--- src/rtl/tpu_cfg_pkg.sv ---
// Shared definitions for the TPU configuration register bank: address map,
// per-context field layout, reset image, commit FSM states and parity helper.
package tpu_cfg_pkg;

   localparam int CFG_ACT_W   = 3;
   localparam int CFG_SHIFT_W = 5;

   localparam logic [3:0] CFG_PAGE_GLOBAL = 4'hF;

   // Per-context register offsets
   localparam logic [3:0] REG_ACT_TYPE    = 4'h0;
   localparam logic [3:0] REG_CLEAR_ACC   = 4'h1;
   localparam logic [3:0] REG_NORM_EN     = 4'h2;
   localparam logic [3:0] REG_QUANT_EN    = 4'h3;
   localparam logic [3:0] REG_QUANT_SHIFT = 4'h4;

   // Global page register offsets
   localparam logic [3:0] REG_CTRL   = 4'h0;
   localparam logic [3:0] REG_STATUS = 4'h1;

   typedef struct packed {
      logic [CFG_ACT_W-1:0]   act_type;
      logic                   clear_acc;
      logic                   norm_en;
      logic                   quant_en;
      logic [CFG_SHIFT_W-1:0] quant_shift;
   } cfg_ctx_t;

   // ReLU, accumulator clear, normalization and quantization on, no shift
   localparam cfg_ctx_t CFG_CTX_RESET = '{
      act_type:    3'd1,
      clear_acc:   1'b1,
      norm_en:     1'b1,
      quant_en:    1'b1,
      quant_shift: 5'd0
   };

   typedef enum logic [0:0] {
      CFG_IDLE    = 1'b0,
      CFG_PENDING = 1'b1
   } cfg_fsm_e;

   // Even parity: stored bit makes the total count of ones across fields+bit even
   function automatic logic cfg_parity(input cfg_ctx_t ctx);
      return ^ctx;
   endfunction

endpackage

--- src/rtl/cfg_regs_bank_if.sv ---
// Host-side register bus of the configuration bank: a valid/ready write
// channel and a combinational read port sharing the same 8-bit address map.
interface cfg_regs_bank_if;
   logic        wr_valid;
   logic        wr_ready;
   logic [7:0]  wr_addr;
   logic [31:0] wr_data;
   logic [7:0]  rd_addr;
   logic [31:0] rd_data;

   modport master (
      output wr_valid, wr_addr, wr_data, rd_addr,
      input  wr_ready, rd_data
   );

   modport slave (
      input  wr_valid, wr_addr, wr_data, rd_addr,
      output wr_ready, rd_data
   );
endinterface

--- src/rtl/cfg_regs_bank.sv ---
// Multi-context double-buffered TPU config register file; shadow set copied to active only while core idle.
// Optional macro CFG_REGS_PARITY_EN adds per-context even parity on the active set with a sticky error.
module cfg_regs_bank
   import tpu_cfg_pkg::*;
#(
   parameter int NUM_CTX = 4,
   parameter int ACT_W   = CFG_ACT_W,
   parameter int SHIFT_W = CFG_SHIFT_W
) (
   input  logic               clk,
   input  logic               reset,
   cfg_regs_bank_if.slave     bus,
   input  logic               core_busy,
   input  logic [3:0]         ctx_sel,
   output logic [ACT_W-1:0]   act_type,
   output logic               clear_acc,
   output logic               norm_en,
   output logic               quant_en,
   output logic [SHIFT_W-1:0] quant_shift,
   output logic               cfg_updated,
   output logic               commit_pend,
   output logic               parity_err
);

   cfg_ctx_t  shadow_r [NUM_CTX];
   cfg_ctx_t  active_r [NUM_CTX];
   cfg_fsm_e  state_r;
   logic      wr_ready_r;
   logic      commit_pend_r;
   logic      cfg_updated_r;
   logic      addr_err_r;
   logic      parity_err_r;

   logic        wr_fire_s;
   logic [3:0]  wr_page_s;
   logic [3:0]  wr_reg_s;
   logic [3:0]  rd_page_s;
   logic [3:0]  rd_reg_s;
   logic        ctx_we_s;
   logic        commit_req_s;
   logic        addr_err_set_s;
   logic [1:0]  status_w1c_s;
   logic        par_mismatch_s;
   cfg_ctx_t    sel_ctx_s;
   cfg_ctx_t    rd_ctx_s;
   logic [31:0] rd_data_s;

   assign wr_fire_s = bus.wr_valid && wr_ready_r;
   assign wr_page_s = bus.wr_addr[7:4];
   assign wr_reg_s  = bus.wr_addr[3:0];
   assign rd_page_s = bus.rd_addr[7:4];
   assign rd_reg_s  = bus.rd_addr[3:0];

   // Classify the accepted write: shadow update, commit request, W1C or address error
   always_comb begin
      ctx_we_s       = 1'b0;
      commit_req_s   = 1'b0;
      addr_err_set_s = 1'b0;
      status_w1c_s   = 2'b00;
      if (!wr_fire_s) begin
         ctx_we_s = 1'b0;
      end else if (wr_page_s < 4'(NUM_CTX)) begin
         if (wr_reg_s <= REG_QUANT_SHIFT) begin
            ctx_we_s = 1'b1;
         end else begin
            addr_err_set_s = 1'b1;
         end
      end else if (wr_page_s == CFG_PAGE_GLOBAL) begin
         case (wr_reg_s)
            REG_CTRL: begin
               if (|bus.wr_data[31:1]) begin
                  addr_err_set_s = 1'b1;
               end else begin
                  commit_req_s = bus.wr_data[0];
               end
            end
            REG_STATUS: begin
               if (|bus.wr_data[31:3]) begin
                  addr_err_set_s = 1'b1;
               end else begin
                  status_w1c_s = bus.wr_data[2:1];
               end
            end
            default: addr_err_set_s = 1'b1;
         endcase
      end else begin
         addr_err_set_s = 1'b1;
      end
   end

`ifdef CFG_REGS_PARITY_EN
   logic [NUM_CTX-1:0] active_par_r;

   // Continuous parity check across every active context
   always_comb begin
      par_mismatch_s = 1'b0;
      for (int i = 0; i < NUM_CTX; i++) begin
         par_mismatch_s = par_mismatch_s | (cfg_parity(active_r[i]) ^ active_par_r[i]);
      end
   end
`else
   assign par_mismatch_s = 1'b0;
`endif

   // Commit FSM, shadow writes, active load and sticky status bits
   always_ff @(posedge clk) begin
      if (reset) begin
         state_r       <= CFG_IDLE;
         wr_ready_r    <= 1'b1;
         commit_pend_r <= 1'b0;
         cfg_updated_r <= 1'b0;
         addr_err_r    <= 1'b0;
         parity_err_r  <= 1'b0;
         for (int i = 0; i < NUM_CTX; i++) begin
            shadow_r[i] <= CFG_CTX_RESET;
            active_r[i] <= CFG_CTX_RESET;
`ifdef CFG_REGS_PARITY_EN
            active_par_r[i] <= cfg_parity(CFG_CTX_RESET);
`endif
         end
      end else begin
         cfg_updated_r <= 1'b0;

         for (int i = 0; i < NUM_CTX; i++) begin
            if (ctx_we_s && (wr_page_s == 4'(i))) begin
               case (wr_reg_s)
                  REG_ACT_TYPE:    shadow_r[i].act_type    <= bus.wr_data[CFG_ACT_W-1:0];
                  REG_CLEAR_ACC:   shadow_r[i].clear_acc   <= bus.wr_data[0];
                  REG_NORM_EN:     shadow_r[i].norm_en     <= bus.wr_data[0];
                  REG_QUANT_EN:    shadow_r[i].quant_en    <= bus.wr_data[0];
                  REG_QUANT_SHIFT: shadow_r[i].quant_shift <= bus.wr_data[CFG_SHIFT_W-1:0];
                  default:         shadow_r[i]             <= shadow_r[i];
               endcase
            end
         end

         case (state_r)
            CFG_IDLE: begin
               if (commit_req_s) begin
                  state_r       <= CFG_PENDING;
                  wr_ready_r    <= 1'b0;
                  commit_pend_r <= 1'b1;
               end
            end
            CFG_PENDING: begin
               // Hold off until the datapath is idle; no timeout by design
               if (!core_busy) begin
                  for (int i = 0; i < NUM_CTX; i++) begin
                     active_r[i] <= shadow_r[i];
`ifdef CFG_REGS_PARITY_EN
                     active_par_r[i] <= cfg_parity(shadow_r[i]);
`endif
                  end
                  state_r       <= CFG_IDLE;
                  wr_ready_r    <= 1'b1;
                  commit_pend_r <= 1'b0;
                  cfg_updated_r <= 1'b1;
               end
            end
            default: begin
               state_r       <= CFG_IDLE;
               wr_ready_r    <= 1'b1;
               commit_pend_r <= 1'b0;
            end
         endcase

         // A new error event outranks a same-cycle clear
         addr_err_r   <= addr_err_set_s | (addr_err_r & ~status_w1c_s[0]);
         parity_err_r <= par_mismatch_s | (parity_err_r & ~status_w1c_s[1]);
      end
   end

   // Pick the active context driving the datapath; out-of-range selects context 0
   always_comb begin
      sel_ctx_s = active_r[0];
      for (int i = 1; i < NUM_CTX; i++) begin
         if (ctx_sel == 4'(i)) begin
            sel_ctx_s = active_r[i];
         end else begin
            sel_ctx_s = sel_ctx_s;
         end
      end
   end

   // Readback of shadow contexts and global status; unmapped addresses return zero
   always_comb begin
      rd_data_s = 32'd0;
      rd_ctx_s  = shadow_r[0];
      for (int i = 1; i < NUM_CTX; i++) begin
         if (rd_page_s == 4'(i)) begin
            rd_ctx_s = shadow_r[i];
         end else begin
            rd_ctx_s = rd_ctx_s;
         end
      end
      if (rd_page_s < 4'(NUM_CTX)) begin
         case (rd_reg_s)
            REG_ACT_TYPE:    rd_data_s = 32'(rd_ctx_s.act_type);
            REG_CLEAR_ACC:   rd_data_s = 32'(rd_ctx_s.clear_acc);
            REG_NORM_EN:     rd_data_s = 32'(rd_ctx_s.norm_en);
            REG_QUANT_EN:    rd_data_s = 32'(rd_ctx_s.quant_en);
            REG_QUANT_SHIFT: rd_data_s = 32'(rd_ctx_s.quant_shift);
            default:         rd_data_s = 32'd0;
         endcase
      end else if (rd_page_s == CFG_PAGE_GLOBAL) begin
         case (rd_reg_s)
            REG_STATUS: rd_data_s = 32'({parity_err_r, addr_err_r, commit_pend_r});
            default:    rd_data_s = 32'd0;
         endcase
      end else begin
         rd_data_s = 32'd0;
      end
   end

   assign bus.wr_ready = wr_ready_r;
   assign bus.rd_data  = rd_data_s;

   assign act_type    = sel_ctx_s.act_type;
   assign clear_acc   = sel_ctx_s.clear_acc;
   assign norm_en     = sel_ctx_s.norm_en;
   assign quant_en    = sel_ctx_s.quant_en;
   assign quant_shift = sel_ctx_s.quant_shift;
   assign cfg_updated = cfg_updated_r;
   assign commit_pend = commit_pend_r;
   assign parity_err  = parity_err_r;

endmodule

--- src/flat_wrapper.sv ---
// flat-port wrapper written by rule: the top's interface ports become plain ports
module cfg_regs_bank_flat import tpu_cfg_pkg::*;
#(
   parameter int NUM_CTX = 4,
   parameter int ACT_W   = CFG_ACT_W,
   parameter int SHIFT_W = CFG_SHIFT_W
)
  (clk, reset, core_busy, ctx_sel, act_type, clear_acc, norm_en, quant_en, quant_shift, cfg_updated, commit_pend, parity_err, bus_wr_valid, bus_wr_addr, bus_wr_data, bus_rd_addr, bus_wr_ready, bus_rd_data);
  cfg_regs_bank_if bus_i ();
  input  logic clk;
  input  logic reset;
  input  logic core_busy;
  input  logic [3:0] ctx_sel;
  output logic [ACT_W-1:0] act_type;
  output logic clear_acc;
  output logic norm_en;
  output logic quant_en;
  output logic [SHIFT_W-1:0] quant_shift;
  output logic cfg_updated;
  output logic commit_pend;
  output logic parity_err;
  input wire logic [$bits(bus_i.wr_valid)-1:0] bus_wr_valid;
  input wire logic [$bits(bus_i.wr_addr)-1:0] bus_wr_addr;
  input wire logic [$bits(bus_i.wr_data)-1:0] bus_wr_data;
  input wire logic [$bits(bus_i.rd_addr)-1:0] bus_rd_addr;
  output wire logic [$bits(bus_i.wr_ready)-1:0] bus_wr_ready;
  output wire logic [$bits(bus_i.rd_data)-1:0] bus_rd_data;
  assign bus_i.wr_valid = bus_wr_valid;
  assign bus_i.wr_addr = bus_wr_addr;
  assign bus_i.wr_data = bus_wr_data;
  assign bus_i.rd_addr = bus_rd_addr;
  assign bus_wr_ready = bus_i.wr_ready;
  assign bus_rd_data = bus_i.rd_data;
  cfg_regs_bank #(.NUM_CTX(NUM_CTX), .ACT_W(ACT_W), .SHIFT_W(SHIFT_W)) u_core (.clk(clk), .reset(reset), .bus(bus_i), .core_busy(core_busy), .ctx_sel(ctx_sel), .act_type(act_type), .clear_acc(clear_acc), .norm_en(norm_en), .quant_en(quant_en), .quant_shift(quant_shift), .cfg_updated(cfg_updated), .commit_pend(commit_pend), .parity_err(parity_err));
endmodule
--- config.mk ---
export PLATFORM = sky130hd
export DESIGN_NAME = cfg_regs_bank_flat
export DESIGN_NICKNAME = d
export VERILOG_FILES = /design/src/rtl/tpu_cfg_pkg.sv /design/src/rtl/cfg_regs_bank_if.sv /design/src/rtl/cfg_regs_bank.sv /design/src/flat_wrapper.sv
export SDC_FILE = /design/constraint.sdc
export NUM_CORES = 1
export LEC_CHECK = 0
export CORE_MARGIN = 3
export CORE_UTILIZATION = 52
export CTS_CLUSTER_SIZE = 30
export DETAILED_ROUTE_END_ITERATION = 6
export PLACE_DENSITY_LB_ADDON = 0.05
export SKIP_CTS_REPAIR_TIMING = 1
export SLEW_MARGIN = 5
export SYNTH_ARGS = -nofsm -noshare
export SYNTH_HDL_FRONTEND = slang
export SYNTH_SLANG_ARGS = --single-unit
--- constraint.sdc ---
create_clock -name clk -period 3.9 [get_ports clk]
set_clock_uncertainty 0.15 [all_clocks]
set_input_delay 1.17 -clock clk [delete_from_list [all_inputs] [get_ports clk]]
set_output_delay 1.17 -clock clk [all_outputs]
set_load 0.05 [all_outputs]
==> impl_metrics.csv <==
group,metric,value,unit
cts,ctsHtreeMaxLevel,3,
place,port_buffers,75,
pwr,power.density,300,nW/um^2
sta,holdWs,0.356,ns
critical_path,cp_data_required_time,2.58,ns
pwr,peakVddDrop,0.000148,V
floorplan,die_h,105,um
grt,grtUsageTotal,0.214,
synthesis,synth-compound-area-share,0.100,
grt,grt_pass1_vias,3733,
floorplan,initial_core_util,0.545,
detailed_routing,finalWirelength,12100,um
synthesis,async_reset_ff_frac,0,
grt,grt_max_degree,47,
synthesis,synthAdderAreaFrac,0.00195,
synthesis,synth_top_family_by_area,"simple AND/OR/NAND/NOR gates",
cells_and_area,areaGrowthSynthToFinish,33.8,%
sta,max_freq,251,MHz
cells_and_area,drive_gt1_frac,0.257,
pwr,p_leak,2.54,nW
place,dpl_cell_area,6470,um^2
cells_and_area,finalInstanceArea,6860,um^2
detailed_routing,drc,0,
place,dpl.hpwl,9310,um
sta,relSlewSlack,0.434,
synthesis,yosysSeqAreaShare,0.539,
floorplan,rows,35,
synthesis,synth_area_leaders,"edfxtp_1, and2_1, buf_4",
critical_path,critical_path_class,"in -> out",
critical_path,endpoint_kind,"output pin",
synthesis,yosys.area.top_type_share,0.515,
floorplan,dieArea,11100,um^2
synthesis,ys_types,55,
flow_run,drv_cap,0,
floorplan,die_x,105,um
synthesis,yosys.area_share.simple,0.240,
sta,worst_pin_slew,0.848,ns
sta,fin_crit,3.98,ns
cts,cts_root_buf,"clkbuf_8",
cts,numCtsBuffers,9,
sta,hold_viol_final,0,
detailed_routing,routedWlPerCell,17.0,um
synthesis,synth-edff-count,88,
synthesis,muxShareOfSynthArea,0.0481,
outcome,violations,"negative setup slack",
detailed_routing,vias,3892,
grt,overflow,0,
synthesis,ys_ff_latch,94,
synthesis,yosys.area.top_type,"edfxtp_1",
cts,cts.clk_slew.worst_paths,0.09,ns
cts,cts_tree,"yes",
critical_path,crit_path_start_kind,"input port",
detailed_routing,drt-vias-per-instance,5.50,
synthesis,syn_area_per_cell,11.2,um^2
sta,setup_tns,-0.0988,ns
critical_path,crit_path_max_fanout,2,
synthesis,synth_xor_area_frac,0,
cells_and_area,antenna_cells,0,
floorplan,core_region_area,9420,um^2
sta,final_max_slew_viol_count,0,
cts,cts_max_path_buffers,2,
cells_and_area,fin_nets,630,
place,dp_cells,687,
synthesis,netlist_instances,459,
synthesis,syn_area,5130,um^2
detailed_routing,drt_iter0_drc,169,
cts,clkLatencyLatePin,0.35,ns
sta,fin_ws,-0.0841,ns
place,gp_congestion,0.972,
cts,cts_sinks,94,
sta,rsz0062_at_grt,"yes",
sta,finalCritPeriodShare,1.02,
sta,setup_viol,2,
cells_and_area,fin_cells,708,
grt,grt_pass1_wl,18600,um
detailed_routing,dr.pass1.iters,5,
synthesis,yosysMostFrequentCell,"edfxtp_1",
grt,antenna_found_initial,0,
outcome,status,"finished with violations",
critical_path,cp.arrival,2.66,ns
synthesis,synthTopCellsByCount,"edfxtp_1, and2_1, buf_4, nand2_1, nor2_1",
floorplan,ios,103,
place,preCtsSetupSlack,-0.402,ns
synthesis,yosys_warnings,0,
detailed_routing,ant_nets,0,
synthesis,ys.flop_type,"edfxtp_1",
min_path,hp-class,"reg -> reg",
## final timing paths
check | to | slack [ns] | from | depth (start not counted)
setup / recovery | bus_rd_data[0] | -0.08 | bus_rd_addr[6] | 6
setup reg to reg | u_core.shadow_r[3][5] | 1.70 | u_core.bus.wr_ready | 5
hold / removal | u_core.state_r | 0.36 | u_core.state_r | 2
hold reg to reg | u_core.state_r | 0.36 | u_core.state_r | 2
## kinds of logic after synthesis
| group | count (synthesis) |
|---|---|
| AO/OA/AOI/OAI | 75 |
| adder cells (fa/ha/maj) | 1 |
| buffers and inverters | 62 |
| flip-flops | 94 |
| multiplexers | 22 |
| other | 1 |
| AND/OR/NAND/NOR | 204 |
## critical path, stage by stage
cell	delay, ns
buf_6	0.09
or3_1	0.35
mux4_2	0.46
o211ai_1	0.20
nand4_1	0.19
buf_12	0.20
## where the power goes
| group | switching [mW] | internal, mW |
|---|---|---|
| Clock | 0.329 | 0.234 |
| Combinational | 0.217 | 0.147 |
| Sequential | 0.0126 | 1.12 |
## registers in the layout, summed over array words and instances (netlist names)
register             cells
u_core.bus.wr_ready      1
u_core.addr_err_r        1
u_core.parity_err        1
u_core.active_r         44
u_core.commit_pend       1
u_core.cfg_updated       1
u_core.shadow_r         44
u_core.state_r           1
## layout by cell type (no fill, tap or decap), types with 10 or more instances in the layout
master           netlist  layout
and2_1                55      55
clkdlybuf4s50_1        0      47
buf_12                 0      12
nor3_1                14      12
conb_1                 1      27
buf_4                 28      59
nand2_1               24      20
a21oi_4                0      10
o31ai_1               12      12
or3_1                 20      20
nor2b_1               14      14
nor2_1                24      21
edfxtp_1              88      88
mux2i_1               19      19
## layout make-up
cell class              instances  area (um^2)
fillers                       687         2550
clock buffers                   9          124
clock inverters                 7         48.8
multi-input cells             329         2400
inverters                       4         15.0
well taps                     129          161
repair buffers                136         1360
flip-flops and latches         94         2760
## routing by layer
layer,global-route usage,wire length [um],up-vias
met1,0.289,5380,1823
li1,-,-,1878
met3,0.0392,741,24
met2,0.349,5640,167
met4,0.0722,304,0
met5,0,0,-
## stage by stage
step,power (mW),util
2_1_floorplan,1.37,-
3_3_place_gp,1.50,0.688
3_5_place_dp,1.50,0.688
4_1_cts,2.05,0.706
5_1_grt,2.14,0.729
6_report,2.06,0.729
Note: power is estimated with default switching activity, not from simulation.
==> edit 1, RTL diff (same flow settings) <==
`CFG_ACT_W`: 3 -> 5.
--- a/src/rtl/tpu_cfg_pkg.sv
+++ b/src/rtl/tpu_cfg_pkg.sv
@@ -2,7 +2,7 @@
 // per-context field layout, reset image, commit FSM states and parity helper.
 package tpu_cfg_pkg;
 
-   localparam int CFG_ACT_W   = 3;
+   localparam int CFG_ACT_W   = 5;
    localparam int CFG_SHIFT_W = 5;
 
    localparam logic [3:0] CFG_PAGE_GLOBAL = 4'hF;
Ports: changed (resized act_type); port bits go from 103 to 105. No check against the original RTL was run, so the function may have changed too.
==> edit 1 against the original RTL <==
  * The flow still finishes with violations (setup timing)
  * Maximum frequency is 4.8% lower
  * Final area is 14% higher
  * Clock power up 76%
  * Utilization down 1.1 points
  * Register-to-register slack lost 0.04 ns
  * Setup slack lost 0.20 ns
  * Total power grew 31%
  * Routed wire length increased by 15%
  * Via count is 11% higher
  * Count of clock-buffer cells in the layout is 1 higher
  * Global-route usage grew 1.2 points
  * Synthesized area is 14% higher
  * Sequential cell count rose by 16
  * Sequential power grew 18%
  * Critical endpoint unchanged
  * Largest cell class unchanged
  * Largest power group unchanged
  * Highest routed layer unchanged
==> edit 1: results (changes against the original RTL) <==
The number of distinct library cells after synthesis is 51 (was 55). The instance area after placement was 7390 sq um (was 6470 sq um); the met2 wirelength from detailed routing was 6770 microns (was 5640 microns). The run gives 4,247 (was 3,733) as the via count of the first global-routing pass.

The weighted congestion at the end of routability-driven global placement is 0.886 (was 0.972), and the number of nets in the final layout is 698 (was 630). The area inside the core boundary was 10,900 sq um (was 9420 sq um); the met3 routing resource usage after global routing was 2.96% (was 3.92%). The number of failing setup endpoints in the final timing report is 5 (was 2), and the share of post-route cells with drive strength above 1 is 23.3% (was 25.7%).

The wire length of the first global-routing pass was 22,100 microns (was 18,600 microns). The run finished, with violations left. The average routed wire per standard cell is 17.7 microns (was 17.0 microns), and the met1 track demand over resource in global routing is 30.7% (was 28.9%). Setup TNS: -0.674 ns (was -0.0988 ns). Ranking of synthesized cells by area: sky130_fd_sc_hd__edfxtp_1 53%, sky130_fd_sc_hd__and2_1 7.2%, sky130_fd_sc_hd__mux2i_1 3.9% (was sky130_fd_sc_hd__edfxtp_1 52%, sky130_fd_sc_hd__and2_1 6.7%, sky130_fd_sc_hd__buf_4 4.1%). Global-route track usage on met2: 37.4% (was 34.9%). The routed length on met3 came out at 777 microns (was 741 microns). Number of instances in the placed design: 769 (was 687). The pin count of the biggest net entering global routing came out at 39 (was 47).

The number of buffers inserted by port buffering was 77 (was 75). Largest registers: u_core.active_r (52), u_core.shadow_r (52) (was u_core.active_r (44), u_core.shadow_r (44)). Ranking of synthesized cells by instance count: 104 x sky130_fd_sc_hd__edfxtp_1, 67 x sky130_fd_sc_hd__and2_1, 32 x sky130_fd_sc_hd__a21oi_1, 28 x sky130_fd_sc_hd__nor2_1, 27 x sky130_fd_sc_hd__buf_4 (was 88 x sky130_fd_sc_hd__edfxtp_1, 55 x sky130_fd_sc_hd__and2_1, 28 x sky130_fd_sc_hd__buf_4, 24 x sky130_fd_sc_hd__nand2_1, 24 x sky130_fd_sc_hd__nor2_1). The CTS clock-pin slew for the worst setup and hold paths came out at 0.07 ns (was 0.09 ns). The all-layer global routing usage is 22.6% (was 21.4%), and the share of the final layout cell area in sequential cells is 41.3% (was 40.2%). The logs give 4,339 (was 3,892) for the total number of vias and 207 (was 169) for the number of violations reported at the end of detailed-routing iteration 0. The slack of the critical path was -0.285 ns (was -0.0841 ns); the relative slew slack was 44.5% (was 43.4%). The count of flip-flops with a built-in enable after synthesis came out at 104 (was 88).

The clock root buffer is sky130_fd_sc_hd__clkbuf_16 (was sky130_fd_sc_hd__clkbuf_8). The clock distribution area overhead in the final layout is 4.24% (was 2.52%), and the routed metal-1 wirelength is 6070 microns (was 5380 microns). The detailed-route vias per instance is 5.51 (was 5.50). The worst vdd rail ir drop came out at 0.206 mV (was 0.148 mV). Failing checks: setup timing (unchanged).
edit 1: final timing paths:
path	slack [ns]	end	start	cells past startpoint
setup / recovery	-0.29	bus_rd_data[0]	bus_rd_addr[6]	7
hold / removal	0.36	u_core.state_r$_SDFF_PP0_	u_core.state_r$_SDFF_PP0_	2
setup reg to reg	1.66	u_core.shadow_r[0][11]$_SDFFCE_PN0P_	u_core.bus.wr_ready$_SDFFE_PP1P_	5
hold reg to reg	0.36	u_core.state_r$_SDFF_PP0_	u_core.state_r$_SDFF_PP0_	2
edit 1: cells by family after synthesis:
family / count (synthesis) / share of synthesized area (%)
AOI/OAI and AO/OA: 91 / 10.0
xor gates and xnor gates: 1 / 0.150
buffers and inverters: 63 / 6.01
DFF: 110 / 55.4
muxes: 28 / 5.47
other: 1 / 0.0641
and+or+nand+nor: 227 / 22.8
edit 1: where the power goes:
group,internal [mW],total [mW],switching [mW]
Clock,0.584,0.990,0.406
Sequential,1.31,1.33,0.0173
Combinational,0.161,0.384,0.224
Total,2.06,2.71,0.646
==> edit 2, RTL diff (config.mk and constraints unchanged) <==
Made on the original files. Register the output `parity_err` once more, with the module's reset; this adds one clock of latency there. The other outputs are not delayed to match.
--- a/src/rtl/cfg_regs_bank.sv
+++ b/src/rtl/cfg_regs_bank.sv
@@ -222,7 +222,13 @@
    assign quant_shift = sel_ctx_s.quant_shift;
    assign cfg_updated = cfg_updated_r;
    assign commit_pend = commit_pend_r;
-   assign parity_err  = parity_err_r;
+   always_ff @(posedge clk) begin
+      if (reset) begin
+         parity_err <= '0;
+      end else begin
+         parity_err <= parity_err_r;
+      end
+   end
 
 endmodule
 
Formal check against the unedited RTL: no difference found for any inputs over 4 cycles, from zero or initial values and one cycle with reset high; that may be too few to reach the edited logic, so the function may still have changed.
==> edit 2 against the original RTL <==
  * Synthesized area increased by 1.1%
  * Routed wire length is 2.6% lower
  * Via count barely moved
  * The flow still finishes with violations (setup timing)
  * Largest power group unchanged
  * Sequential cell count up 1
  * Final area fell by 2.2%
  * Largest cell class unchanged
  * Setup slack gained 0.021 ns
  * Total power is 2.9% higher
==> edit 2: results (changes against the original RTL) <==
The run finished, with violations left. Failing checks: setup timing (unchanged). Number of distinct library cells after synthesis: 59 (was 55). The logs give 53.7% (was 53.9%) for the sequential-to-total area share from yosys stat and 4.10% (was 3.92%) for the met3 routing resource usage after global routing. The critical path startpoint was bus_rd_addr[7] (was bus_rd_addr[6]).

The worst hold-check path type is reg2reg (unchanged). The number of nets in the final layout is 623 (was 630), and the largest stage delay on the critical path is 0.68 ns (was 0.46 ns). The tools report the register-to-register setup slack as 1.88 ns (was 1.70 ns). Weighted congestion at the end of routability-driven global placement: 0.961 (was 0.972).

Ranking of synthesized cells by instance count: 88 x sky130_fd_sc_hd__edfxtp_1, 55 x sky130_fd_sc_hd__and2_1, 32 x sky130_fd_sc_hd__nand2_1, 31 x sky130_fd_sc_hd__nor2_1, 27 x sky130_fd_sc_hd__buf_4 (was 88 x sky130_fd_sc_hd__edfxtp_1, 55 x sky130_fd_sc_hd__and2_1, 28 x sky130_fd_sc_hd__buf_4, 24 x sky130_fd_sc_hd__nand2_1, 24 x sky130_fd_sc_hd__nor2_1). The number of violations reported at the end of detailed-routing iteration 0 was 171 (was 169); the instance area after placement was 6360 sq um (was 6470 sq um). The logs give 1 (was 2) for the number of failing setup endpoints in the final timing report and -0.0631 ns (was -0.0988 ns) for the setup TNS.

The number of instances in the placed design came out at 680 (was 687). The all-layer global routing usage was 21.0% (was 21.4%); the wire length of the first global-routing pass was 18,500 microns (was 18,600 microns). The tools report the number of fillers in the final layout as 706 (was 687). The met1 track demand over resource in global routing is 26.9% (was 28.9%). The compound-gate portion of the synthesized area came out at 9.55% (was 10.0%).

The run gives 701 (was 708) as the number of non-filler instances in the completed layout. The arithmetic-cell share of the synthesized area counting full adders, half adders and majority gates came out at 0% (was 0.195%). The tools report the pin count of the biggest net entering global routing as 45 (was 47). Worst vdd rail ir drop: 0.160 mV (was 0.148 mV). The slowest library cell on the worst path was sky130_fd_sc_hd__or4b_2 (was sky130_fd_sc_hd__mux4_2). The leakage power is 2.45 nW (was 2.54 nW), and the share of post-route cells with drive strength above 1 is 22.6% (was 25.7%).

The tools report the global-route track usage on met2 as 35.5% (was 34.9%). The fraction of synthesized area in multiplexers is 4.68% (was 4.81%). The slack of the critical path was -0.0631 ns (was -0.0841 ns). Ranking of synthesized cells by area: sky130_fd_sc_hd__edfxtp_1 51%, sky130_fd_sc_hd__and2_1 6.6%, sky130_fd_sc_hd__mux2i_1 4.2% (was sky130_fd_sc_hd__edfxtp_1 52%, sky130_fd_sc_hd__and2_1 6.7%, sky130_fd_sc_hd__buf_4 4.1%).

The run gives 470 (was 459) as the number of standard cells after synthesis. The logs give 0.361 ns (was 0.356 ns) for the post-route worst hold slack and 0.37 ns (was 0.35 ns) for the worst-skew pair later-pin latency. The largest fanout on the critical path is 5 (was 2).

The HPWL reported at the end of detailed placement was 8760 microns (was 9310 microns).
edit 2: changes by cell type after synthesis, sizes merged, moves of 5 or more:
cell	change
nor4b	-5
nand2	+8
buf	+5
clkbuf	-9
o31ai	-5
o21ai	+6
nor2	+10
edit 2: per-layer routing:
layer | vias up | wire (microns)
li1 | 1873 | -
met5 | - | 0
met2 | 182 | 5650
met4 | 0 | 273
met3 | 22 | 936
met1 | 1817 | 4890
edit 2: power groups by stage:
stage	clock network (mW)	registers, mW	logic (mW)
final	0.620	1.14	0.356
after global routing	0.663	1.14	0.378
after CTS	0.629	1.14	0.343
after detailed placement	0	1.16	0.343
after global placement	0	1.16	0.338
after floorplan	0	1.16	0.219
edit 2: tightest hold or removal path, delay by kind of cell (launching register included):
| family | cells | cell delay (ns) |
|---|---|---|
| compound gates | 1 | 0.05 |
| flops | 1 | 0.36 |
| simple gates | 1 | 0.07 |
edit 2: worst paths after layout:
| path | cells after the start | to |
|---|---|---|
| worst max-delay path | 7 | bus_rd_data[1] |
| worst min-delay path | 2 | u_core.state_r$_SDFF_PP0_ |
| worst max register to register | 4 | u_core.shadow_r[1][8]$_SDFFCE_PN1P_ |
| worst min register to register | 2 | u_core.state_r$_SDFF_PP0_ |
edit 2: cells by family (layout without fill, tap and decap cells):
kind of cell    count (synthesis)  count (layout)
compound gates                 77              77
other cells                     1              27
mux                            23              23
simple gates                  216             216
buf+inv                        58             134
flops                          95              95
edit 2: area by class of cell:
cell class | instances | area share (%)
Tap cell | 129 | 2.40
Inverter | 4 | 0.224
Clock inverter | 7 | 0.988
Sequential cell | 95 | 41.4
Clock buffer | 9 | 1.84
Timing Repair Buffer | 114 | 18.5
Multi-Input combinational cell | 343 | 34.6
edit 2: metrics by stage:
stage	setup WS, ns	utilization [%]
2_1_floorplan	0.0107	-
3_3_place_gp	-0.414	67.2
3_5_place_dp	-0.423	67.2
4_1_cts	-0.428	69.2
5_1_grt	-0.105	71.0
6_report	-0.0631	71.0
